--- src/rtl/arb_pkg.sv ---
// Shared types, default sizing and the grant legality helper for the arbiter
// request manager.
package arb_pkg;

    typedef enum logic [0:0] {IDLE = 1'b0, BUSY = 1'b1} state_t;

    localparam int N_DEF              = 8;
    localparam int DEPTH_DEF          = 4;
    localparam int SERVICE_CYCLES_DEF = 3;

    // Callers zero-extend grant/id into these fixed widths, so the helper
    // covers up to 32 clients.
    function automatic logic onehot_ok(input logic [31:0] grant, input logic [4:0] id);
        return grant == (32'd1 << id);
    endfunction

endpackage

--- src/rtl/arb_request_manager_if.sv ---
// Client/arbiter-facing signal bundle of the request manager.
// The master side is the manager; the slave side is clients plus arbiter.
interface arb_request_manager_if #(parameter int N = 8) ();
    localparam int IW = $clog2(N);

    logic [N-1:0]  submit;
    logic [N-1:0]  submit_full;
    logic [N-1:0]  request;
    logic [N-1:0]  grant;
    logic [IW-1:0] grant_id;
    logic          stall;
    logic          done_valid;
    logic [IW-1:0] done_id;
    logic          overflow_err;
    logic          proto_err;

    modport master (
        input  submit, grant, grant_id, stall,
        output submit_full, request, done_valid, done_id, overflow_err, proto_err
    );

    modport slave (
        output submit, grant, grant_id, stall,
        input  submit_full, request, done_valid, done_id, overflow_err, proto_err
    );
endinterface

--- src/rtl/arb_req_counter.sv ---
// One client's pending-job counter: saturating up/down with full flag.
// A simultaneous submit and grant cancel, so a submit while full is kept.
module arb_req_counter #(
    parameter  int DEPTH = 4,
    localparam int CW    = $clog2(DEPTH + 1)
) (
    input  logic clk,
    input  logic reset_b,
    input  logic inc,
    input  logic dec,
    output logic full,
    output logic nz,
    output logic nz_next,
    output logic overflow
);
    logic [CW-1:0] cnt, cnt_next;

    assign full    = (cnt == CW'(DEPTH));
    assign nz      = (cnt != '0);
    assign nz_next = (cnt_next != '0);

    always_comb begin
        cnt_next = cnt;
        overflow = 1'b0;
        if (inc && !dec) begin
            if (full) overflow = 1'b1;
            else      cnt_next = cnt + 1'b1;
        end else if (dec && !inc && nz) begin
            cnt_next = cnt - 1'b1;
        end
    end

    always_ff @(posedge clk or negedge reset_b) begin
        if (!reset_b) cnt <= '0;
        else          cnt <= cnt_next;
    end
endmodule

--- src/rtl/arb_request_manager.sv ---
// Requester-side front end of the round-robin arbiter: queues client jobs,
// drives the request vector and runs a fixed service window per grant.
module arb_request_manager
    import arb_pkg::*;
#(
    parameter int N              = N_DEF,
    parameter int DEPTH          = DEPTH_DEF,
    parameter int SERVICE_CYCLES = SERVICE_CYCLES_DEF
) (
    input  logic clk,
    input  logic reset_b,
    arb_request_manager_if.master bus
);
    localparam int IW = $clog2(N);
    localparam int TW = $clog2(SERVICE_CYCLES + 1);

    logic [N-1:0]  full, nz, nz_next, ovf, dec;
    state_t        state, state_next;
    logic [TW-1:0] timer;
    logic [IW-1:0] owner;
    logic [N-1:0]  request_q;
    logic          overflow_err_q, proto_err_q;
    logic          grant_seen, legal, accept, window_end;

    for (genvar i = 0; i < N; i++) begin : g_cnt
        arb_req_counter #(.DEPTH(DEPTH)) u_cnt (
            .clk      (clk),
            .reset_b  (reset_b),
            .inc      (bus.submit[i]),
            .dec      (dec[i]),
            .full     (full[i]),
            .nz       (nz[i]),
            .nz_next  (nz_next[i]),
            .overflow (ovf[i])
        );
    end

    // Stalled grants and anything seen while BUSY are not even inspected.
    assign grant_seen = (state == IDLE) && !bus.stall && (bus.grant != '0);
    // Once grant == 1<<id holds, grant & nz is nonzero exactly when cnt[id] != 0.
    assign legal      = onehot_ok(32'(bus.grant), 5'(bus.grant_id)) && ((bus.grant & nz) != '0);
    assign accept     = grant_seen && legal;
    assign dec        = accept ? bus.grant : '0;
    assign window_end = (state == BUSY) && (timer == '0);

    always_comb begin
        state_next = state;
        if (accept)     state_next = BUSY;
        if (window_end) state_next = IDLE;
    end

    always_ff @(posedge clk or negedge reset_b) begin
        if (!reset_b) begin
            state          <= IDLE;
            timer          <= '0;
            owner          <= '0;
            request_q      <= '0;
            overflow_err_q <= 1'b0;
            proto_err_q    <= 1'b0;
        end else begin
            state <= state_next;
            if (accept) begin
                owner <= bus.grant_id;
                timer <= TW'(SERVICE_CYCLES - 1);
            end else if (state == BUSY && timer != '0) begin
                timer <= timer - 1'b1;
            end
            request_q      <= (state_next == IDLE) ? nz_next : '0;
            overflow_err_q <= overflow_err_q | (|ovf);
            proto_err_q    <= proto_err_q | (grant_seen && !legal);
        end
    end

    assign bus.submit_full  = full;
    assign bus.request      = request_q;
    assign bus.done_valid   = window_end;
    assign bus.done_id      = owner;
    assign bus.overflow_err = overflow_err_q;
    assign bus.proto_err    = proto_err_q;
endmodule
--- src/flat_wrapper.sv ---
// flat-port wrapper written by rule: the top's interface ports become plain ports
module arb_request_manager_flat import arb_pkg::*;
#(
    parameter int N              = N_DEF,
    parameter int DEPTH          = DEPTH_DEF,
    parameter int SERVICE_CYCLES = SERVICE_CYCLES_DEF
)
  (clk, reset_b, bus_submit, bus_grant, bus_grant_id, bus_stall, bus_submit_full, bus_request, bus_done_valid, bus_done_id, bus_overflow_err, bus_proto_err);
  arb_request_manager_if #(.N(N)) bus_i ();
  input  logic clk;
  input  logic reset_b;
  input wire logic [$bits(bus_i.submit)-1:0] bus_submit;
  input wire logic [$bits(bus_i.grant)-1:0] bus_grant;
  input wire logic [$bits(bus_i.grant_id)-1:0] bus_grant_id;
  input wire logic [$bits(bus_i.stall)-1:0] bus_stall;
  output wire logic [$bits(bus_i.submit_full)-1:0] bus_submit_full;
  output wire logic [$bits(bus_i.request)-1:0] bus_request;
  output wire logic [$bits(bus_i.done_valid)-1:0] bus_done_valid;
  output wire logic [$bits(bus_i.done_id)-1:0] bus_done_id;
  output wire logic [$bits(bus_i.overflow_err)-1:0] bus_overflow_err;
  output wire logic [$bits(bus_i.proto_err)-1:0] bus_proto_err;
  assign bus_i.submit = bus_submit;
  assign bus_i.grant = bus_grant;
  assign bus_i.grant_id = bus_grant_id;
  assign bus_i.stall = bus_stall;
  assign bus_submit_full = bus_i.submit_full;
  assign bus_request = bus_i.request;
  assign bus_done_valid = bus_i.done_valid;
  assign bus_done_id = bus_i.done_id;
  assign bus_overflow_err = bus_i.overflow_err;
  assign bus_proto_err = bus_i.proto_err;
  arb_request_manager #(.N(N), .DEPTH(DEPTH), .SERVICE_CYCLES(SERVICE_CYCLES)) u_core (.clk(clk), .reset_b(reset_b), .bus(bus_i));
endmodule
--- config.mk ---
export PLATFORM = sky130hd
export DESIGN_NAME = arb_request_manager_flat
export DESIGN_NICKNAME = d
export VERILOG_FILES = /design/src/rtl/arb_pkg.sv /design/src/rtl/arb_request_manager_if.sv /design/src/rtl/arb_req_counter.sv /design/src/rtl/arb_request_manager.sv /design/src/flat_wrapper.sv
export SDC_FILE = /design/constraint.sdc
export NUM_CORES = 1
export LEC_CHECK = 0
export CAP_MARGIN = 20
export CORE_UTILIZATION = 55
export CTS_CLUSTER_SIZE = 25
export DETAILED_ROUTE_END_ITERATION = 8
export DONT_BUFFER_PORTS = 1
export PLACE_DENSITY = 0.73
export SYNTH_ARGS = -nofsm -noshare
export SYNTH_HDL_FRONTEND = slang
export SYNTH_SLANG_ARGS = --single-unit
--- constraint.sdc ---
create_clock -name clk -period 2.3 [get_ports clk]
set_clock_uncertainty 0.05 [all_clocks]
set_input_delay 0 -clock clk [delete_from_list [all_inputs] [get_ports clk]]
set_output_delay 0 -clock clk [all_outputs]
set_load 0.03 [all_outputs]
==> results of run 1 <==
[metrics by stage]
step | setup slack, ns | setup TNS (ns)
3_5_place_dp | -0.127 | -0.402
6_report | -0.0613 | -0.131
5_1_grt | -0.132 | -0.745
2_1_floorplan | -0.0485 | -0.0959
3_3_place_gp | -0.135 | -0.235
4_1_cts | -0.0359 | -0.0359
[sequential cells by signal (all words and copies together) (netlist names)]
| name | count |
|---|---|
| u_core.timer | 2 |
| u_core.state | 1 |
| u_core.g_cnt.u_cnt.cnt | 24 |
| u_core.bus.request | 8 |
| u_core.bus.done_id | 3 |
| u_core.bus.proto_err | 1 |
| u_core.bus.overflow_err | 1 |
[power groups by stage]
stage | sequential [uW] | clock [uW] | combinational [uW]
after CTS | 1250 | 523 | 2850
after global routing | 1300 | 547 | 3540
after global placement | 1240 | 0 | 2360
after floorplan | 1250 | 0 | 1600
after detailed placement | 1250 | 0 | 2460
final | 1270 | 513 | 3250
[final cells by class]
| type | count | area (um2) |
|---|---|---|
| Multi-Input combinational cell | 252 | 2210 |
| Timing Repair Buffer | 103 | 845 |
| Fill cell | 348 | 1230 |
| Tap cell | 72 | 90.1 |
| Clock buffer | 7 | 96.3 |
| Sequential cell | 40 | 1000 |
| Inverter | 26 | 97.6 |
[cell families after synthesis]
family | count (synthesis)
AO/OA/AOI/OAI | 62
XOR/XNOR | 9
adder cells (fa/ha/maj) | 25
buffers and inverters | 46
flip-flops | 40
multiplexers | 22
AND/OR/NAND/NOR | 134
[critical path, stage by stage (launching register included)]
cell      delay, ns
dfrtp_1        0.37
inv_2          0.06
ha_4           0.16
nand2b_4       0.08
a22oi_2        0.09
nand4_4        0.13
nand4b_1       0.13
or4_4          0.44
mux4_2         0.46
o31a_1         0.26
[worst paths after layout]
kind,slack (ns),to,from,cells after the start
max in group asynchronous,1.87,u_core.state$_DFF_PN0_,reset_b,2
min in group asynchronous,0.13,u_core.g_cnt[2].u_cnt.cnt[2]$_DFF_PN0_,reset_b,2
worst min register to register,0.54,u_core.timer[1]$_DFFE_PN0P_,u_core.timer[1]$_DFFE_PN0P_,2
worst max register to register,-0.06,u_core.bus.request[4]$_DFF_PN0_,u_core.g_cnt[6].u_cnt.cnt[0]$_DFF_PN0_,9
worst min-delay path,0.01,u_core.g_cnt[6].u_cnt.cnt[2]$_DFF_PN0_,bus_grant[6],3
worst max-delay path,-0.06,u_core.bus.request[4]$_DFF_PN0_,u_core.g_cnt[6].u_cnt.cnt[0]$_DFF_PN0_,9
[routing by layer]
metal / GRT usage / up-vias / wire (um)
li1: - / 1382 / -
met4: 0.0889 / 0 / 138
met1: 0.352 / 1504 / 3680
met5: 0 / - / 0
met2: 0.532 / 123 / 4790
met3: 0.0674 / 12 / 649
[synthesized netlist by cell type (2+ instances only)]
cell type and n:
nor3_1 2, o31a_1 10, buf_4 10, nand3_1 17
buf_6 5, mux2_2 4, mux2i_1 15, nor2b_1 7
a31o_2 2, nand2_1 20, nor2_1 17, clkbuf_1 4
nand4b_1 6, dfrtp_1 40, o21ai_0 10, and2_1 8
a21oi_1 13, a31oi_1 5, nor4_4 2, nor4b_1 4
nor2_2 2, nand3b_1 6, nand2b_1 16, xnor2_1 9
inv_1 26, a211o_1 2, nand4_1 7, a22oi_1 7
ha_1 25, and3_1 5, mux2_1 2
[timing repair]
item / 4_1_cts / 5_1_grt
endpoints found under the setup margin: 8 / 9
hold buffers: 18 / 0
hold endpoints to repair: 63 / 0
pin swaps: 7 / 23
buffers inserted: 8 / 12
gates resized for setup: 37 / 22
cloned: 1 / 0
==> flow_metrics.py, run 1 <==
metrics = {
    "power": {
        "irDropWorstVdd_mv": 0.742,
        "switchingPower_uw": 2080,
        "netSwitchingFraction": 0.412,
        "power.share.clock": 0.102,
        "p_seq_frac": 0.253,
        "p_comb_frac": 0.645,
        "finalPower_uw": 5040,
        "power.internal_uw": 2960,
        "p_leak_uw": 0.00197,
        "power.density_mw_per_mm2": 1160,
    },
    "clock_network": {
        "cts.clk_slew.worst_paths_ns": 0.08,
        "cts_sinks": 40,
        "cts-htree-levels": 2,
        "clkLatencyLatePin_ns": 0.29,
        "cts_root_buffer": "clkbuf_8",
        "cts_tree": "built",
        "cts_buffer_depth": 2,
        "cts_made_buffers": 5,
    },
    "layout": {
        "area_delta_synth_final_pct": 35.5,
        "drive_gt1_frac": 0.374,
        "layout_commonest_cell": "buf_4",
        "diodes": 0,
        "nets": 475,
        "final_area_mm2": 0.00435,
        "fin_cells": 500,
        "final_util": 0.780,
        "final_cell_mix": "79 x buf_4, 39 x dfrtp_1, 19 x nand2_1",
    },
    "yosys": {
        "synth_top_cell_area_share": 0.312,
        "synth_ff_type": "dfrtp_1",
        "yosys.area_share.simple": 0.259,
        "synth-seq-cells": 40,
        "synth.avg_cell_area_um2": 9.49,
        "synth_top_family_by_area": "simple AND/OR/NAND/NOR gates",
        "yosys_warnings": 0,
        "syn_area_mm2": 0.00321,
        "yosys-mux-area-fraction": 0.0749,
        "synth-edff-count": 0,
        "synth-seq-area-share": 0.312,
        "yosysTopAreaCell": "dfrtp_1",
        "synthAdderAreaFrac": 0.0975,
        "synthArstFlopShare": 1.00,
        "synth_area_leaders": "dfrtp_1 31%, ha_1 9.8%, mux2i_1 4.7%, nand2b_1 3.1%, inv_1 3.0%",
        "synthXorXnorAreaFrac": 0.0246,
        "synthDistinctLibCells": 61,
        "synthCells": 338,
        "synth_compound_area_frac": 0.154,
        "syn-num-nets": 385,
    },
    "setup_path": {
        "start_kind": "register",
        "crit_type": "reg2reg",
        "endpoint_kind": "register",
        "path_max_fanout": 5,
        "cp_data_arrival_time_ns": 2.49,
        "crit_required_ns": 2.43,
    },
    "outcome": {
        "violations": "negative setup slack",
        "status": "complete, but fails checks",
    },
    "drt": {
        "drtAntennaViolNets": 0,
        "via_per_inst": 6.04,
        "wl_per_cell_um": 18.5,
        "dr.pass1.iters": 5,
        "drt_iter0_drc": 277,
        "wl_mm": 9.26,
        "drc": 0,
        "num_vias": 3021,
    },
    "timing": {
        "max-slew-margin-rel": 0.737,
        "worst_slew_pin_slew_ns": 0.394,
        "min_period_ns": 2.36,
        "slew_viol_final": 0,
        "setup-violations-final": 6,
        "rsz0062_at_grt": "yes",
        "hold_ws_ns": 0.0103,
        "final_hold_viol_count": 0,
        "fin_crit_sh": 1.03,
        "timing.fmax_ghz": 0.423,
        "worst_slack_ns": -0.0613,
    },
    "min_path": {
        "hold_class": "in2reg",
    },
    "global_routing": {
        "grt-ovfl-total": 0,
        "grt_pass1_wl_mm": 14.1,
        "grt_pass1_vias": 2944,
        "antenna_found_initial": 0,
        "globalRouteTotalUtil": 0.297,
        "grt_max_degree": 41,
    },
    "floorplan": {
        "dieArea_mm2": 0.00614,
        "start_util": 0.575,
        "die_w_um": 78.4,
        "rows": 27,
        "core-area_mm2": 0.00557,
        "die_y_um": 78.4,
        "io_pins": 44,
    },
    "placement": {
        "dp.cells": 454,
        "dpl-instance-area_mm2": 0.00363,
        "gp_congestion": 0.856,
        "hpwl_mm": 5.80,
        "port_buffers": 0,
    },
    "job": {
        "max_cap_viol_count": 0,
    },
}
Note: power is estimated with default switching activity, not from simulation.
==> inputs of run 2 (changes only) <==
--- a/config.mk
+++ b/config.mk
@@ -10,7 +10,7 @@
 export CTS_CLUSTER_SIZE = 25
 export DETAILED_ROUTE_END_ITERATION = 8
 export DONT_BUFFER_PORTS = 1
-export PLACE_DENSITY = 0.73
+export PLACE_DENSITY = 0.84
 export SYNTH_ARGS = -nofsm -noshare
 export SYNTH_HDL_FRONTEND = slang
 export SYNTH_SLANG_ARGS = --single-unit
==> flow_metrics.py, run 2 (synthesis results as in run 1) <==
metrics = {
    "outcome": {
        "status": "complete, but fails checks",
        "violations": "negative hold slack, negative setup slack",
    },
    "clock_network": {
        "cts-htree-levels": 2,
        "cts_sinks": 40,
        "cts_buffer_depth": 2,
        "cts.clk_slew.worst_paths_ns": 0.08,
        "cts_made_buffers": 5,
        "cts_tree": "built",
        "cts_root_buffer": "clkbuf_8",
        "clkLatencyLatePin_ns": 0.31,
    },
    "setup_path": {
        "path_max_fanout": 4,
        "crit_family": "simple AND/OR/NAND/NOR gates",
        "cp_data_arrival_time_ns": 2.50,
        "path_cells": "inv_2, ha_4, nand2b_4, a22oi_2, nand4_4, nand4b_1, or4_4, mux4_2, o31a_1",
        "endpoint_kind": "register",
        "crit_required_ns": 2.45,
        "slowest_stage": "mux4_2",
        "cpPeakStageDelay_ns": 0.45,
        "start_kind": "register",
        "crit_type": "reg2reg",
        "cp_num_buf_inv": 1,
    },
    "job": {
        "max_cap_viol_count": 0,
    },
    "timing": {
        "setup-violations-final": 5,
        "timing.fmax_ghz": 0.425,
        "min_period_ns": 2.35,
        "worst_slew_pin_slew_ns": 0.419,
        "fin_crit_sh": 1.02,
        "worst_slack_ns": -0.0504,
        "final_hold_viol_count": 1,
        "max-slew-margin-rel": 0.721,
        "rsz0062_at_grt": "yes",
        "slew_viol_final": 0,
        "hold_ws_ns": -0.00470,
    },
    "power": {
        "p_comb_frac": 0.632,
        "netSwitchingFraction": 0.428,
        "power.share.clock": 0.102,
        "switchingPower_uw": 2060,
        "p_leak_uw": 0.00189,
        "power.internal_uw": 2750,
        "power.density_mw_per_mm2": 1140,
        "irDropWorstVdd_mv": 0.739,
        "p_seq_frac": 0.266,
    },
    "placement": {
        "hpwl_mm": 5.83,
        "port_buffers": 0,
        "gp_congestion": 0.873,
        "dpl-instance-area_mm2": 0.00357,
    },
    "floorplan": {
        "dieArea_mm2": 0.00614,
        "rows": 27,
        "die_y_um": 78.4,
        "die_w_um": 78.4,
        "io_pins": 44,
        "core-area_mm2": 0.00557,
        "start_util": 0.575,
    },
    "drt": {
        "drtAntennaViolNets": 0,
        "drt_iter0_drc": 239,
        "dr.pass1.iters": 5,
        "wl_mm": 9.16,
        "drc": 0,
        "num_vias": 2991,
        "wl_per_cell_um": 18.8,
        "via_per_inst": 6.13,
    },
    "global_routing": {
        "grt_pass1_wl_mm": 13.6,
        "grt_pass1_vias": 2915,
        "grt-ovfl-total": 0,
        "antenna_found_initial": 0,
        "globalRouteTotalUtil": 0.285,
        "grt_max_degree": 41,
    },
    "layout": {
        "area_delta_synth_final_pct": 31.6,
        "diodes": 0,
        "final_area_mm2": 0.00422,
        "num-fill-cells": 357,
        "nets": 462,
        "largest_register": "u_core.g_cnt.u_cnt.cnt",
        "final_util": 0.757,
        "layout_commonest_cell": "buf_4",
        "drive_gt1_frac": 0.353,
        "final_cell_mix": "65 x buf_4, 40 x dfrtp_1, 19 x nand2_1",
        "largest_register_ffs": 24,
    },
    "min_path": {
        "hold_class": "in2reg",
    },
}
[run 2: changes by cell type in the layout (fill, tap and decap cells not counted), sizes merged]
cell,previous run,this run
clkbuf,7,5
clkinvlp,0,2
buf,86,72
clkinv,0,1
dlygate4sd3,17,18
[run 2: final timing paths]
| check | from | depth (start not counted) | to | slack, ns |
|---|---|---|---|---|
| min | bus_submit[4] | 2 | u_core.g_cnt[4].u_cnt.cnt[2]$_DFF_PN0_ | -0.005 |
| max | u_core.g_cnt[4].u_cnt.cnt[0]$_DFF_PN0_ | 9 | u_core.bus.request[4]$_DFF_PN0_ | -0.05 |
| min reg2reg | u_core.timer[1]$_DFFE_PN0P_ | 2 | u_core.timer[1]$_DFFE_PN0P_ | 0.48 |
| min in group asynchronous | reset_b | 2 | u_core.g_cnt[2].u_cnt.cnt[0]$_DFF_PN0_ | 0.08 |
| max in group asynchronous | reset_b | 2 | u_core.bus.proto_err$_DFF_PN0_ | 1.90 |
| max reg2reg | u_core.g_cnt[4].u_cnt.cnt[0]$_DFF_PN0_ | 9 | u_core.bus.request[4]$_DFF_PN0_ | -0.05 |
[run 2: cell type report]
cell class / instances / area (um2) / share of cell area
clock buffers: 5 / 68.8 / 0.0163
clock inverters: 3 / 23.8 / 0.00563
inverters: 26 / 97.6 / 0.0231
multi-input cells: 252 / 2190 / 0.519
flip-flops and latches: 40 / 1000 / 0.237
well taps: 72 / 90.1 / 0.0214
repair buffers: 90 / 749 / 0.178
[run 2: power groups by stage]
stage               Combinational, uW  Clock [uW]  Sequential [uW]
floorplan                        1600           0             1250
detailed placement               2360           0             1250
global placement                 2250           0             1240
CTS                              2620         489             1240
global route                     3300         525             1300
finish                           3040         491             1280
[run 2: layer usage]
layer / up-vias / track usage / part of all wire
li1: 1361 / - / -
met1: 1463 / 0.325 / 0.40
met2: 143 / 0.511 / 0.51
met3: 24 / 0.0779 / 0.075
met4: 0 / 0.0981 / 0.022
met5: - / 0 / 0
[run 2: timing repair]
item,in CTS,in global routing
gates resized for setup,20,37
pin swaps,9,22
gates cloned,0,1
hold endpoints to repair,65,2
setup buffers,7,9
hold buffers,17,2
endpoints found under the setup margin,9,11
[run 2: metrics by stage]
step                      setup slack (ns)  instances  total power, uW  setup TNS (ns)
after global placement             -0.0312        446             3480         -0.0411
final                              -0.0504        488             4800          -0.134
after global routing                -0.123        488             5120          -0.696
after floorplan                    -0.0485        338             2860         -0.0959
after CTS                          -0.0136        478             4350         -0.0368
after detailed placement           -0.0941        446             3610          -0.549
==> inputs of run 3 (changes only) <==
--- a/config.mk
+++ b/config.mk
@@ -6,6 +6,7 @@
 export NUM_CORES = 1
 export LEC_CHECK = 0
 export CAP_MARGIN = 20
+export CORE_ASPECT_RATIO = 0.6
 export CORE_UTILIZATION = 55
 export CTS_CLUSTER_SIZE = 25
 export DETAILED_ROUTE_END_ITERATION = 8
@@ -13,4 +14,5 @@
 export PLACE_DENSITY = 0.84
 export SYNTH_ARGS = -nofsm -noshare
 export SYNTH_HDL_FRONTEND = slang
+export SYNTH_HIERARCHICAL = 1
 export SYNTH_SLANG_ARGS = --single-unit
==> flow_metrics.py, run 3 <==
metrics = {
    "yosys": {
        "yosys.cell_count.top_type": "inv_1",
        "synthCells": 330,
        "synth_ff_type": "dfrtp_1",
        "synth.avg_cell_area_um2": 9.80,
        "syn-num-nets": 377,
        "yosys_warnings": 6,
        "synth_top_cell_area_share": 0.309,
        "synthAdderAreaFrac": 0.0967,
        "synth_area_leaders": "dfrtp_1 31%, ha_1 9.7%, inv_1 4.9%, xnor2_1 4.9%, o311ai_2 4.0%",
        "synth-edff-count": 0,
        "yosys-mux-area-fraction": 0.0352,
        "synth-seq-cells": 40,
        "synthXorXnorAreaFrac": 0.0704,
        "syn_area_mm2": 0.00323,
        "synthArstFlopShare": 1.00,
        "synth-seq-area-share": 0.309,
        "synthDistinctLibCells": 50,
        "synth.top_cells.by_count": "42 x inv_1, 40 x dfrtp_1, 25 x ha_1",
        "yosys.area_share.simple": 0.219,
        "synth_top_family_by_area": "simple AND/OR/NAND/NOR gates",
        "synth_compound_area_frac": 0.178,
        "yosysTopAreaCell": "dfrtp_1",
    },
    "floorplan": {
        "start_util": 0.575,
        "io_pins": 44,
        "die_y_um": 61.4,
        "die_w_um": 101,
        "rows": 21,
        "dieArea_mm2": 0.00620,
        "core-area_mm2": 0.00562,
    },
    "layout": {
        "num-fill-cells": 281,
        "final_util": 0.843,
        "area_delta_synth_final_pct": 46.5,
        "layout_commonest_cell": "buf_4",
        "diodes": 0,
        "largest_register": "u_core/g_cnt.u_cnt/cnt",
        "final_area_mm2": 0.00474,
        "largest_register_ffs": 24,
        "fin_cells": 521,
        "drive_gt1_frac": 0.469,
        "final_cell_mix": "86 x buf_4, 40 x dfrtp_1, 33 x inv_1",
        "nets": 487,
    },
    "placement": {
        "dp.cells": 486,
        "hpwl_mm": 6.27,
        "dpl-instance-area_mm2": 0.00394,
        "gp_congestion": 0.858,
        "port_buffers": 0,
        "place_worst_setup_slack_ns": -0.629,
    },
    "drt": {
        "drt_iter0_drc": 245,
        "wl_mm": 10.1,
        "drc": 0,
        "num_vias": 2996,
        "wl_per_cell_um": 19.4,
        "dr.pass1.iters": 4,
        "via_per_inst": 5.75,
        "drtAntennaViolNets": 0,
    },
    "outcome": {
        "status": "complete, but fails checks",
        "violations": "negative setup slack",
    },
    "setup_path": {
        "cp_num_buf_inv": 3,
        "cp_data_arrival_time_ns": 3.13,
        "slowest_stage": "dfrtp_1",
        "path_cells": "inv_1, ha_1, nand2b_1, a221oi_2, a311oi_2, nand4_2, buf_6, nor2_4, buf_6, nand3b_1, o311ai_4, o311ai_4, or3_1, and3_1",
        "crit_type": "reg2reg",
        "crit_required_ns": 2.44,
        "start_kind": "register",
        "path_max_fanout": 4,
        "crit_family": "simple AND/OR/NAND/NOR gates",
        "cpPeakStageDelay_ns": 0.37,
        "endpoint_kind": "register",
    },
    "timing": {
        "fin_crit_sh": 1.30,
        "timing.fmax_ghz": 0.335,
        "rsz0062_at_grt": "yes",
        "worst_slew_pin_slew_ns": 0.503,
        "max-slew-margin-rel": 0.665,
        "final_hold_viol_count": 0,
        "worst_slack_ns": -0.687,
        "min_period_ns": 2.99,
        "setup-violations-final": 33,
        "slew_viol_final": 0,
    },
    "clock_network": {
        "clkLatencyLatePin_ns": 0.30,
        "cts_buffer_depth": 2,
        "cts.clk_slew.worst_paths_ns": 0.08,
        "cts_made_buffers": 5,
        "cts_tree": "built",
        "cts_root_buffer": "clkbuf_8",
        "cts_sinks": 40,
        "cts-htree-levels": 2,
    },
    "global_routing": {
        "globalRouteTotalUtil": 0.305,
        "grt_pass1_wl_mm": 14.0,
        "grt-ovfl-total": 0,
        "grt_max_degree": 41,
        "grt_pass1_vias": 2938,
        "antenna_found_initial": 0,
    },
    "power": {
        "power.internal_uw": 3250,
        "p_comb_frac": 0.688,
        "p_leak_uw": 0.00210,
        "finalPower_uw": 5570,
        "power.density_mw_per_mm2": 1180,
        "netSwitchingFraction": 0.418,
        "p_seq_frac": 0.223,
        "switchingPower_uw": 2330,
        "irDropWorstVdd_mv": 0.842,
        "power.share.clock": 0.089,
    },
    "min_path": {
        "hold_class": "in2reg",
    },
    "job": {
        "max_cap_viol_count": 0,
    },
}
-- run 3: changes by cell type after synthesis, sizes merged, moves of 10 or more --
cell	change
nand3b	+10
nand3	-15
inv	+17
nand2	-17
o21ai	-10
o31a	-11
o311ai	+16
-- run 3: final timing paths --
path                                                         from                                     end  slack [ns]  cells past startpoint
max                        u_core/g_cnt[7].u_cnt/cnt[0]$_DFF_PN0_         u_core/bus.request[7]$_DFF_PN0_       -0.69                     14
min                                                 bus_submit[4]  u_core/g_cnt[4].u_cnt/cnt[2]$_DFF_PN0_       0.001                      3
max reg2reg                u_core/g_cnt[7].u_cnt/cnt[0]$_DFF_PN0_         u_core/bus.request[7]$_DFF_PN0_       -0.69                     14
min reg2reg                           u_core/timer[1]$_DFFE_PN0P_             u_core/timer[1]$_DFFE_PN0P_        0.45                      2
max in group asynchronous                                 reset_b  u_core/g_cnt[6].u_cnt/cnt[2]$_DFF_PN0_        1.88                      2
min in group asynchronous                                 reset_b       u_core/bus.done_id[1]$_DFFE_PN0P_        0.11                      2
-- run 3: cells by family (layout without fill, tap and decap cells) --
group / Yosys count / after routing
compound gates: 66 / 66
xor+xnor: 26 / 26
fa+ha+maj: 25 / 25
buf+inv: 56 / 167
flops: 40 / 40
mux: 11 / 11
simple gates: 106 / 106
-- run 3: power groups by stage --
stage	clock network [uW]	registers [uW]	logic [uW]
floorplan	0	1290	1550
detailed placement	0	1240	2970
global placement	0	1230	2830
finish	497	1240	3830
CTS	498	1230	3400
global route	535	1280	4100
-- run 3: worst min-delay path: cells and delay by family --
| family | cells | cell delay (ns) |
|---|---|---|
| simple gates | 2 | 0.22 |
| compound gates | 1 | 0.09 |
-- run 3: layer usage --
| layer | track usage | part of all wire | vias to the layer above |
|---|---|---|---|
| met4 | 0.110 | 0.029 | 0 |
| li1 | - | - | 1374 |
| met1 | 0.377 | 0.42 | 1465 |
| met5 | 0 | 0 | - |
| met3 | 0.0897 | 0.070 | 37 |
| met2 | 0.523 | 0.48 | 120 |
-- run 3: per-stage QoR --
step | setup TNS [ns] | hold slack [ns]
finish | -12.02 | 0.00117
global route | -15.69 | 0.00461
CTS | -9.28 | 0.00299
detailed placement | -9.11 | -0.345
global placement | -6.39 | -0.345
floorplan | -6.76 | -0.346
-- run 3: timing repair --
item,CTS,global route
gates resized for setup,53,26
hold buffers,14,0
pin swaps,29,15
setup buffers,14,7
endpoints found under the hold margin,53,0
setup endpoints to repair,32,35
cloned,0,0
-- run 3: area by class of cell --
type	count	area, um2	area share
timing repair buffer	116	980	0.207
multi-input combinational	234	2400	0.507
inverter	43	164	0.0346
tap	80	100	0.0211
sequential	40	1000	0.211
clock inverter	2	10.0	0.00211
clock buffer	6	82.6	0.0174
